<file path="config.mk">
export PLATFORM = sky130hd
export DESIGN_NAME = fetch_stage
export DESIGN_NICKNAME = d
export VERILOG_FILES = /design/src/rtl/fetch_stage.sv
export SDC_FILE = /design/constraint.sdc
export NUM_CORES = 1
export LEC_CHECK = 0
export ABC_AREA = 1
export CAP_MARGIN = 20
export CORE_MARGIN = 5
export CORE_UTILIZATION = 47
export CTS_CLUSTER_DIAMETER = 200
export CTS_CLUSTER_SIZE = 8
export DETAILED_ROUTE_END_ITERATION = 10
export PLACE_DENSITY = 0.73
export SLEW_MARGIN = 30
export SYNTH_ARGS = -nofsm -noshare
export SYNTH_HDL_FRONTEND = slang
export SYNTH_SLANG_ARGS = --single-unit
export TNS_END_PERCENT = 5
</file>
<file path="constraint.sdc">
create_clock -name Clk -period 1.35 [get_ports Clk]
set_input_delay 0.135 -clock Clk [delete_from_list [all_inputs] [get_ports Clk]]
set_output_delay 0.135 -clock Clk [all_outputs]
set_load 0.01 [all_outputs]
</file>
<file path="src/rtl/fetch_stage.sv">
// Instruction fetch stage with IF/ID pipeline register. Issues one-cycle synchronous
// imem reads, buffers a read that lands during a decode stall, and redirects on ID-resolved jumps.
module fetch_stage #(
  parameter int unsigned ADDR_WIDTH = 10,
  parameter logic [31:0] RESET_PC   = 32'h0000_0000
) (
  input  logic                  Clk,
  input  logic                  Reset,
  input  logic                  ID_stall,
  input  logic                  redirect,
  input  logic [31:0]           redirect_target,
  output logic                  imem_en,
  output logic [ADDR_WIDTH-1:0] imem_addr,
  input  logic [31:0]           imem_data,
  output logic [31:0]           ID_Instruction,
  output logic [31:0]           ID_PCPlus4,
  output logic                  ID_valid
);

  logic [31:0] r_pc;
  logic        r_pend;
  logic [31:0] r_pend_pc4;
  logic        r_hold_v;
  logic [31:0] r_hold_data;
  logic [31:0] r_hold_pc4;
  logic        r_id_valid;
  logic [31:0] r_id_instr;
  logic [31:0] r_id_pc4;

  logic        w_issue;
  logic [31:0] w_pc_plus4;

  assign w_issue    = ~Reset & ~ID_stall & ~redirect;
  assign w_pc_plus4 = r_pc + 32'd4;

  assign imem_en   = w_issue;
  assign imem_addr = r_pc[ADDR_WIDTH+1:2];

  assign ID_Instruction = r_id_instr;
  assign ID_PCPlus4     = r_id_pc4;
  assign ID_valid       = r_id_valid;

  always_ff @(posedge Clk) begin
    if (Reset) begin
      r_pc        <= RESET_PC;
      r_pend      <= 1'b0;
      r_pend_pc4  <= 32'd0;
      r_hold_v    <= 1'b0;
      r_hold_data <= 32'd0;
      r_hold_pc4  <= 32'd0;
      r_id_valid  <= 1'b0;
      r_id_instr  <= 32'd0;
      r_id_pc4    <= 32'd0;
    end else if (ID_stall) begin
      // Memory output is transient, so an in-flight read is parked in the hold buffer.
      if (r_pend) begin
        r_hold_v    <= 1'b1;
        r_hold_data <= imem_data;
        r_hold_pc4  <= r_pend_pc4;
      end
      r_pend <= 1'b0;
    end else if (redirect) begin
      r_pc       <= redirect_target & ~32'd3;
      r_pend     <= 1'b0;
      r_hold_v   <= 1'b0;
      r_id_valid <= 1'b0;
      r_id_instr <= 32'd0;
    end else begin
      r_pc       <= w_pc_plus4;
      r_pend     <= 1'b1;
      r_pend_pc4 <= w_pc_plus4;
      if (r_hold_v) begin
        r_id_valid <= 1'b1;
        r_id_instr <= r_hold_data;
        r_id_pc4   <= r_hold_pc4;
        r_hold_v   <= 1'b0;
      end else if (r_pend) begin
        r_id_valid <= 1'b1;
        r_id_instr <= imem_data;
        r_id_pc4   <= r_pend_pc4;
      end else begin
        r_id_valid <= 1'b0;
        r_id_instr <= 32'd0;
      end
    end
  end

endmodule

</file>
==> flow_summary_export.csv, run 1 <==
group,metric,value,unit
worst_setup_path,path_class,"reg -> reg",
timing,hold_ws,235,ps
placed_design,portBuffers,139,
detailed_routing,dr.pass1.iters,5,
worst_setup_path,ff2ff_path_depth,10,
yosys,synth_top_area_share,46.9,%
placed_design,dpl.hpwl,15100,um
final_layout,syn_to_final_growth,34.2,%
timing,fin_crit,1600,ps
yosys,synth_cells,1092,
placed_design,globalplace.congestion,0.891,
floorplan,start_util,48.0,%
flow_run,maxCapViolations,0,
clock_network,cts_sinks,187,
detailed_routing,vias,7775,
placed_design,pre_cts_ws,-335,ps
global_routing,grt_first_pass_wirelength,35900,um
floorplan,core.rowCount,47,
final_layout,fill_cells,1465,
yosys,synth.cell_area,7980,um^2
worst_setup_path,crit_end,"r_pc[22]$_SDFFE_PP0N_",
worst_setup_path,r2r_start,"r_pc[2]$_SDFFE_PP0N_",
clock_network,path_clk_slew,70,ps
worst_setup_path,reg2reg_to,"r_pc[22]$_SDFFE_PP0N_",
floorplan,ios,144,
clock_network,insertion_delay,420,ps
timing,max_freq,627,MHz
min_path,min-delay-start,"Reset",
timing,finClkSkew,11.6,ps
detailed_routing,ant_nets,0,
worst_setup_path,cp.arrival,1950,ps
pwr,ir_drop,883,uV
yosys,ys_types,28,
timing,setup_viol,48,
clock_network,cts_tree,"built",
final_layout,final_common_cell,"dfxtp_1",
status,violations,"negative setup slack",
final_layout,fin_nets,1309,
global_routing,grtUsageTotal,21.9,%
detailed_routing,drc,0,
timing,drv_slew,0,
clock_network,clockBufferDepth,2,
timing,slew_headroom,54.3,%
global_routing,grt-ovfl-total,0,
detailed_routing,wl_per_cell,15.1,um
pwr,power.leakage,4.27,nW
timing,hold_viol,0,
floorplan,die_area,19700,um^2
global_routing,grt_max_degree,76,
floorplan,die_h,140,um
timing,rsz0062_at_grt,"yes",
floorplan,core_area,16600,um^2
pwr,finalPower,12.0,mW
yosys,ys_ff_latch,187,
final_layout,final_cell_mix,"dfxtp_1 (173), a21oi_1 (147), o21ai_0 (136), nand2_1 (134), nor2_1 (107)",
worst_setup_path,worstSetupStartpoint,"r_pc[2]$_SDFFE_PP0N_",
global_routing,antenna_found_initial,1,
yosys,syn_area_per_cell,7.31,um^2
pwr,power_density,1120,nW/um^2
detailed_routing,wl,22200,um
timing,layout_setup_ws,-245,ps
clock_network,numCtsBuffers,17,
yosys,synth.yosys.seq_area_share,46.9,%
worst_setup_path,worstSetupEndpointType,"register",
final_layout,drive_gt1_share,16.1,%
worst_setup_path,startpoint_type,"register",
yosys,ys.warnings.count,0,
worst_setup_path,cp_data_required_time,1700,ps
detailed_routing,vias_per_cell,5.28,
global_routing,grt_pass1_vias,7091,
worst_setup_path,cp_max_fo,4,
detailed_routing,drt-initial-drc-count,644,
clock_network,htreeDepth,4,
timing,tightest_slew,686,ps
min_path,min_path_type,"in -> reg",
floorplan,die_w,140,um
yosys,synth_top_cell_by_area,"dfxtp_1",
timing,fin_crit_sh,118,%
worst_setup_path,r2r_slack,-250,ps
yosys,synthTopCellsByArea,"dfxtp_1 (47%), a21oi_1 (9.5%), o21ai_0 (9.2%)",
clock_network,cts_root_buffer,"clkbuf_16",
status,outcome,"finished, violations left",
## synth_stat cells (all sizes together)
| master | instances |
|---|---|
| ha | 1 |
| nor3 | 2 |
| a22oi | 32 |
| xor2 | 4 |
| o21ai | 148 |
| clkinv | 1 |
| conb | 1 |
| dfxtp | 187 |
| clkbuf | 44 |
| buf | 42 |
| nand3b | 1 |
| xnor2 | 1 |
| nand2 | 152 |
| nand3 | 85 |
| a31oi | 7 |
| o211ai | 1 |
| inv | 85 |
| a21oi | 151 |
| nor2 | 146 |
| or2 | 1 |
## power by group
group | internal, mW | switching [mW] | total [mW] | leakage [nW]
sequential | 5.68 | 0.110 | 5.79 | 1.52
clock | 2.99 | 2.15 | 5.14 | 0.288
combinational | 0.495 | 0.588 | 1.08 | 2.45
total | 9.16 | 2.85 | 12.0 | 4.27
## routing by layer
| layer | vias to the layer above | GRT usage, % | share of wire, % |
|---|---|---|---|
| met3 | 29 | 5.32 | 6.6 |
| met2 | 225 | 32.6 | 44 |
| met1 | 3593 | 31.7 | 47 |
| met4 | 0 | 6.27 | 2.0 |
| li1 | 3928 | - | - |
| met5 | - | 0 | 0 |
## critical path: stages (launching register included)
cell and delay [ps]:
dfxtp_4 370, ha_4 150, nand2_4 60, nor2_4 140
nand2_4 90, nor2_4 210, buf_4 150, nand2_1 40
nand2_1 70, nand3_2 90, a21oi_1 150
## worst min path at each step
| stage | endpoint | slack (ps) | cells past startpoint |
|---|---|---|---|
| 2_1_floorplan | r_hold_data[0]$_SDFFE_PP0P_ | 300 | 2 |
| 3_3_place_gp | r_pend_pc4[20]$_SDFFE_PP0P_ | 450 | 2 |
| 3_5_place_dp | r_hold_pc4[10]$_SDFFE_PP0P_ | 460 | 2 |
| 4_1_cts | r_pc[3]$_SDFFE_PP0N_ | 210 | 5 |
| 5_1_grt | r_pc[2]$_SDFFE_PP0N_ | 260 | 5 |
| 6_report | r_pc[3]$_SDFFE_PP0N_ | 230 | 5 |
## logic make-up after synthesis
group                      count (synthesis)  synth area share, %
AOI/OAI and AO/OA                        339                 22.4
adders and majority gates                  1                0.157
buffers and inverters                    172                 9.04
xor gates and xnor gates                   5                0.548
and+or+nand+nor                          387                 20.9
DFF                                      187                 46.9
other                                      1               0.0470
## per-stage QoR
| step | cell area (um^2) | instances | util (%) | TNS (ps) |
|---|---|---|---|---|
| floorplan | 8010 | 1093 | - | -6.56 |
| global placement | 9930 | 1438 | 59.7 | -22330 |
| detailed placement | 9930 | 1438 | 59.7 | -24880 |
| CTS | 10500 | 1469 | 63.3 | -3970 |
| global route | 10700 | 1473 | 64.4 | -8960 |
| finish | 10700 | 1473 | 64.4 | -4630 |
## final cells by class
cell class / count / area, um^2 / area share [%]
Antenna cell: 1 / 2.50 / 0.0234
Clock buffer: 19 / 443 / 4.14
Clock inverter: 12 / 164 / 1.53
Inverter: 86 / 323 / 3.01
Multi-Input combinational cell: 734 / 3750 / 35.0
Sequential cell: 187 / 3780 / 35.3
Tap cell: 220 / 275 / 2.57
Timing Repair Buffer: 214 / 1980 / 18.5
## sequential cells by signal (all words and copies together) (netlist names)
name and flops:
ID_Instruction 32, ID_PCPlus4 30, r_pend 1, r_pc 30
r_pend_pc4 30, ID_valid 1, r_hold_pc4 30, r_hold_v 1
r_hold_data 32
## repair_timing
| action | 4_1_cts | 5_1_grt |
|---|---|---|
| buffers inserted | 0 | 3 |
| endpoints found under the setup margin | 124 | 61 |
| hold buffers | 0 | 0 |
| resized for setup | 114 | 55 |
| pin swaps | 5 | 17 |
Note: power is estimated with default switching activity, not from simulation.
==> run 2: changes to the inputs <==
--- a/config.mk
+++ b/config.mk
@@ -13,6 +13,7 @@
 export CTS_CLUSTER_SIZE = 8
 export DETAILED_ROUTE_END_ITERATION = 10
 export PLACE_DENSITY = 0.73
+export RECOVER_POWER = 25
 export SLEW_MARGIN = 30
 export SYNTH_ARGS = -nofsm -noshare
 export SYNTH_HDL_FRONTEND = slang
==> flow_summary_export.csv, run 2 (same netlist as run 1, synthesis figures left out) <==
group,metric,value,unit
detailed_routing,vias,7759,
final_layout,syn_to_final_growth,33.9,%
worst_setup_path,worstSetupEndpointType,"register",
floorplan,die_h,140,um
placed_design,portBuffers,139,
worst_setup_path,cp_data_required_time,1700,ps
placed_design,dpl.hpwl,15100,um
detailed_routing,wl,22100,um
pwr,power.leakage,4.26,nW
timing,hold_ws,235,ps
detailed_routing,vias_per_cell,5.27,
global_routing,grt-ovfl-total,0,
final_layout,fin_nets,1309,
floorplan,core_area,16600,um^2
clock_network,hold_buffers,0,
worst_setup_path,startpoint_type,"register",
detailed_routing,wl_per_cell,15.0,um
final_layout,final_util,64.3,%
timing,fin_crit,1600,ps
floorplan,ios,144,
worst_setup_path,cp.arrival,1950,ps
timing,finClkSkew,13.5,ps
global_routing,antenna_found_initial,1,
global_routing,grtUsageTotal,21.9,%
clock_network,cts_sinks,187,
timing,tightest_slew,675,ps
status,violations,"negative setup slack",
clock_network,htreeDepth,4,
floorplan,die_w,140,um
final_layout,drive_gt1_share,16.0,%
pwr,ir_drop,885,uV
global_routing,grt_first_pass_wirelength,35900,um
worst_setup_path,cp_max_fo,4,
timing,max_freq,626,MHz
floorplan,start_util,48.0,%
clock_network,insertion_delay,430,ps
clock_network,cts_tree,"built",
global_routing,grt_pass1_vias,7091,
global_routing,grt_max_degree,76,
detailed_routing,ant_nets,0,
clock_network,cts_root_buffer,"clkbuf_16",
placed_design,globalplace.congestion,0.891,
final_layout,final_cell_mix,"dfxtp_1 (173), a21oi_1 (147), o21ai_0 (138), nand2_1 (134), nor2_1 (108)",
final_layout,stdcell_count,1473,
floorplan,core.rowCount,47,
min_path,min_path_type,"in -> reg",
worst_setup_path,path_class,"reg -> reg",
timing,slew_headroom,55.0,%
floorplan,die_area,19700,um^2
placed_design,dp_cells,1438,
timing,drv_slew,0,
timing,fin_crit_sh,118,%
status,outcome,"finished, violations left",
clock_network,path_clk_slew,70,ps
clock_network,clockBufferDepth,2,
detailed_routing,drt-initial-drc-count,735,
final_layout,final_common_cell,"dfxtp_1",
detailed_routing,drc,0,
timing,hold_viol,0,
timing,setup_viol,48,
clock_network,numCtsBuffers,17,
timing,layout_setup_ws,-248,ps
flow_run,maxCapViolations,0,
timing,rsz0062_at_grt,"yes",
detailed_routing,dr.pass1.iters,5,
pwr,power_density,1120,nW/um^2
run 2: worst paths after layout:
| kind | from | cells after the start | end | slack (ps) |
|---|---|---|---|---|
| worst min-delay path | Reset | 5 | r_pc[2]$_SDFFE_PP0N_ | 230 |
| worst max-delay path | r_pc[2]$_SDFFE_PP0N_ | 10 | r_pc[22]$_SDFFE_PP0N_ | -250 |
| worst min register to register | r_pend_pc4[10]$_SDFFE_PP0P_ | 2 | r_hold_pc4[10]$_SDFFE_PP0P_ | 460 |
| worst max register to register | r_pc[2]$_SDFFE_PP0N_ | 10 | r_pc[22]$_SDFFE_PP0N_ | -250 |
run 2: critical path, cell delays in order, from the launching register on:
cell and delay [ps]:
dfxtp_4 370, ha_4 150, nand2_4 60, nor2_4 140, nand2_4 90, nor2_4 210
buf_4 150, nand2_1 40, nand2_1 70, nand3_2 90, a21oi_1 150
run 2: cell type report:
class	instances	area (um^2)
clock buffer	19	443
tap	220	275
fill	1469	5950
inverter	86	323
multi-input combinational	734	3750
timing repair buffer	214	1960
antenna	1	2.50
clock inverter	12	164
sequential	187	3780
run 2: where the power goes:
group	total (mW)	switching [mW]	internal, mW
clock	5.14	2.15	2.98
sequential	5.79	0.111	5.68
combinational	1.08	0.585	0.491
total	12.0	2.85	9.15
run 2: routing by layer:
metal  track usage (%)  vias up  routed length, um
li1                  -     3930                  -
met1              31.7     3594              10500
met2              32.6      208               9790
met3              5.32       27               1370
met4              6.27        0                420
met5                 0        -                  0
run 2: timing repair:
item                                    4_1_cts  5_1_grt
pin swaps                                     5       17
endpoints found under the setup margin      124       61
buffers inserted                              0        3
gates resized for setup                     114       55
run 2: through the flow:
stage | instance area (um^2) | total power [mW] | setup TNS (ps) | setup slack (ps)
final | 10700 | 12.0 | -4610 | -248
after global routing | 10700 | 12.5 | -9440 | -300
after CTS | 10500 | 12.1 | -3970 | -183
after detailed placement | 9930 | 6.99 | -24880 | -335
after global placement | 9930 | 6.97 | -22330 | -316
after floorplan | 8010 | 6.45 | -6.56 | -3.29
==> run 3: changes to the inputs <==
==> constraint.sdc (replaced) <==
create_clock -name Clk -period 1.35 [get_ports Clk]
set_input_delay 0.135 -clock Clk [delete_from_list [all_inputs] [get_ports Clk]]
set_output_delay 0.135 -clock Clk [all_outputs]
set_load 0.02 [all_outputs]
==> flow_summary_export.csv, run 3 (same netlist as run 1, synthesis figures left out) <==
group,metric,value,unit
status,outcome,"finished, violations left",
status,violations,"negative setup slack",
placed_design,pre_cts_ws,-376,ps
final_layout,final_common_cell,"dfxtp_1",
timing,max_freq,653,MHz
placed_design,dp_cells,1436,
timing,tightest_slew,676,ps
final_layout,final_util,64.0,%
clock_network,cts_root_buffer,"clkbuf_16",
timing,fin_crit,1530,ps
pwr,ir_drop,946,uV
detailed_routing,drc,0,
final_layout,n_antenna_cell,0,
detailed_routing,wl,22200,um
timing,hold_ws,168,ps
floorplan,die_h,140,um
worst_setup_path,reg2reg_to,"r_pend_pc4[18]$_SDFFE_PP0P_",
floorplan,core_area,16600,um^2
timing,hold_viol,0,
floorplan,ios,144,
worst_setup_path,path_class,"reg -> reg",
worst_setup_path,cp_max_fo,3,
worst_setup_path,startpoint_type,"register",
timing,setup_viol,47,
final_layout,final_cell_mix,"dfxtp_1 (172), a21oi_1 (142), nand2_1 (138), o21ai_0 (137), nor2_1 (114)",
timing,drv_slew,0,
worst_setup_path,ff2ff_path_depth,9,
worst_setup_path,worstSetupStartpoint,"r_pc[2]$_SDFFE_PP0N_",
final_layout,design_area,10600,um^2
worst_setup_path,r2r_slack,-180,ps
worst_setup_path,path_cells,"ha_4 -> nand2_4 -> nor2_4 -> nand2_4 -> buf_6 -> nor2_4 -> xor2_1 -> nand2_2 -> a21oi_2",
final_layout,drive_gt1_share,16.0,%
clock_network,cts_sinks,187,
detailed_routing,wl_per_cell,15.1,um
worst_setup_path,cp_data_required_time,1720,ps
worst_setup_path,cp.arrival,1910,ps
clock_network,insertion_delay,440,ps
placed_design,postPlaceCellArea,9940,um^2
final_layout,stdcell_count,1469,
detailed_routing,vias_per_cell,5.29,
detailed_routing,dr.pass1.iters,5,
global_routing,grt-ovfl-total,0,
placed_design,portBuffers,139,
detailed_routing,ant_nets,0,
placed_design,dpl.hpwl,15200,um
timing,slew_headroom,54.9,%
worst_setup_path,slowest_delay,380,ps
timing,fin_crit_sh,113,%
floorplan,core.rowCount,47,
worst_setup_path,slowest_stage,"dfxtp_4",
floorplan,die_area,19700,um^2
timing,rsz0062_at_grt,"yes",
floorplan,start_util,48.0,%
pwr,power.leakage,4.26,nW
global_routing,grt_first_pass_wirelength,35800,um
floorplan,die_w,140,um
min_path,min_path_type,"in -> reg",
detailed_routing,drt-initial-drc-count,677,
final_layout,syn_to_final_growth,33.3,%
timing,layout_setup_ws,-182,ps
pwr,power_density,1150,nW/um^2
clock_network,htreeDepth,4,
global_routing,grtUsageTotal,22.2,%
worst_setup_path,crit_end,"r_pend_pc4[18]$_SDFFE_PP0P_",
global_routing,grt_max_degree,65,
detailed_routing,vias,7773,
worst_setup_path,r2r_start,"r_pc[2]$_SDFFE_PP0N_",
timing,setup_tns,-4270,ps
global_routing,antenna_found_initial,0,
clock_network,numCtsBuffers,17,
clock_network,cts_tree,"built",
final_layout,fin_nets,1305,
placed_design,globalplace.congestion,0.929,
clock_network,clockBufferDepth,2,
clock_network,path_clk_slew,70,ps
final_layout,fill_cells,1445,
timing,finClkSkew,20.9,ps
flow_run,maxCapViolations,0,
pwr,finalPower,12.3,mW
worst_setup_path,worstSetupEndpointType,"register",
global_routing,grt_pass1_vias,6984,
==> run 3: cell types whose count changed in the layout (fill, tap and decap cells not counted), sizes merged <==
cell	change
clkinvlp	-2
buf	+5
diode	-1
clkinv	+1
clkdlybuf4s50	-1
clkbuf	-2
dlygate4sd2	-2
clkdlybuf4s15	-4
inv	+2
==> run 3: how the worst min path moves through the flow <==
| stage | slack, ps | cells after the start | start | end |
|---|---|---|---|---|
| after floorplan | 300 | 2 | imem_data[0] | r_hold_data[0]$_SDFFE_PP0P_ |
| after CTS | 170 | 4 | Reset | r_hold_pc4[27]$_SDFFE_PP0P_ |
| after global placement | 450 | 2 | r_pend_pc4[15]$_SDFFE_PP0P_ | r_pend_pc4[15]$_SDFFE_PP0P_ |
| final | 170 | 4 | Reset | r_hold_pc4[27]$_SDFFE_PP0P_ |
| after detailed placement | 460 | 2 | r_pend_pc4[17]$_SDFFE_PP0P_ | r_pend_pc4[17]$_SDFFE_PP0P_ |
| after global routing | 200 | 5 | ID_stall | r_pend$_SDFF_PP0_ |
==> run 3: final cells by class <==
cell class / instances / area [um^2] / area share [%]
flip-flops and latches: 187 / 3770 / 35.5
multi-input cells: 734 / 3700 / 34.7
repair buffers: 210 / 1940 / 18.2
clock buffers: 19 / 453 / 4.25
inverters: 86 / 323 / 3.03
well taps: 220 / 275 / 2.59
clock inverters: 13 / 181 / 1.70
==> run 3: per-layer routing <==
layer	share of wire, %	vias to the layer above	global-route usage [%]	routed length [um]
met3	6.3	34	5.18	1400
li1	-	3922	-	-
met4	2.3	0	7.55	520
met2	44	254	32.7	9870
met5	0	-	0	0
met1	47	3563	31.8	10400
==> run 3: worst max-delay path, delay by kind of cell, from the launching register on <==
| family | cells | cell delay [ps] |
|---|---|---|
| buf+inv | 1 | 130 |
| xor+xnor | 1 | 190 |
| simple gates | 5 | 470 |
| flops | 1 | 380 |
| compound gates | 1 | 150 |
| fa+ha+maj | 1 | 150 |
==> run 3: power by group <==
| part | switching, mW | internal (mW) |
|---|---|---|
| clock network | 2.27 | 3.07 |
| registers | 0.108 | 5.68 |
| logic | 0.630 | 0.499 |
| total | 3.01 | 9.25 |
==> run 3: what timing repair did <==
action | in CTS | in global routing
gates resized for setup | 131 | 44
pin swaps | 5 | 11
cloned | 0 | 0
hold buffers | 0 | 0
endpoints found under the setup margin | 124 | 61
setup buffers | 0 | 1
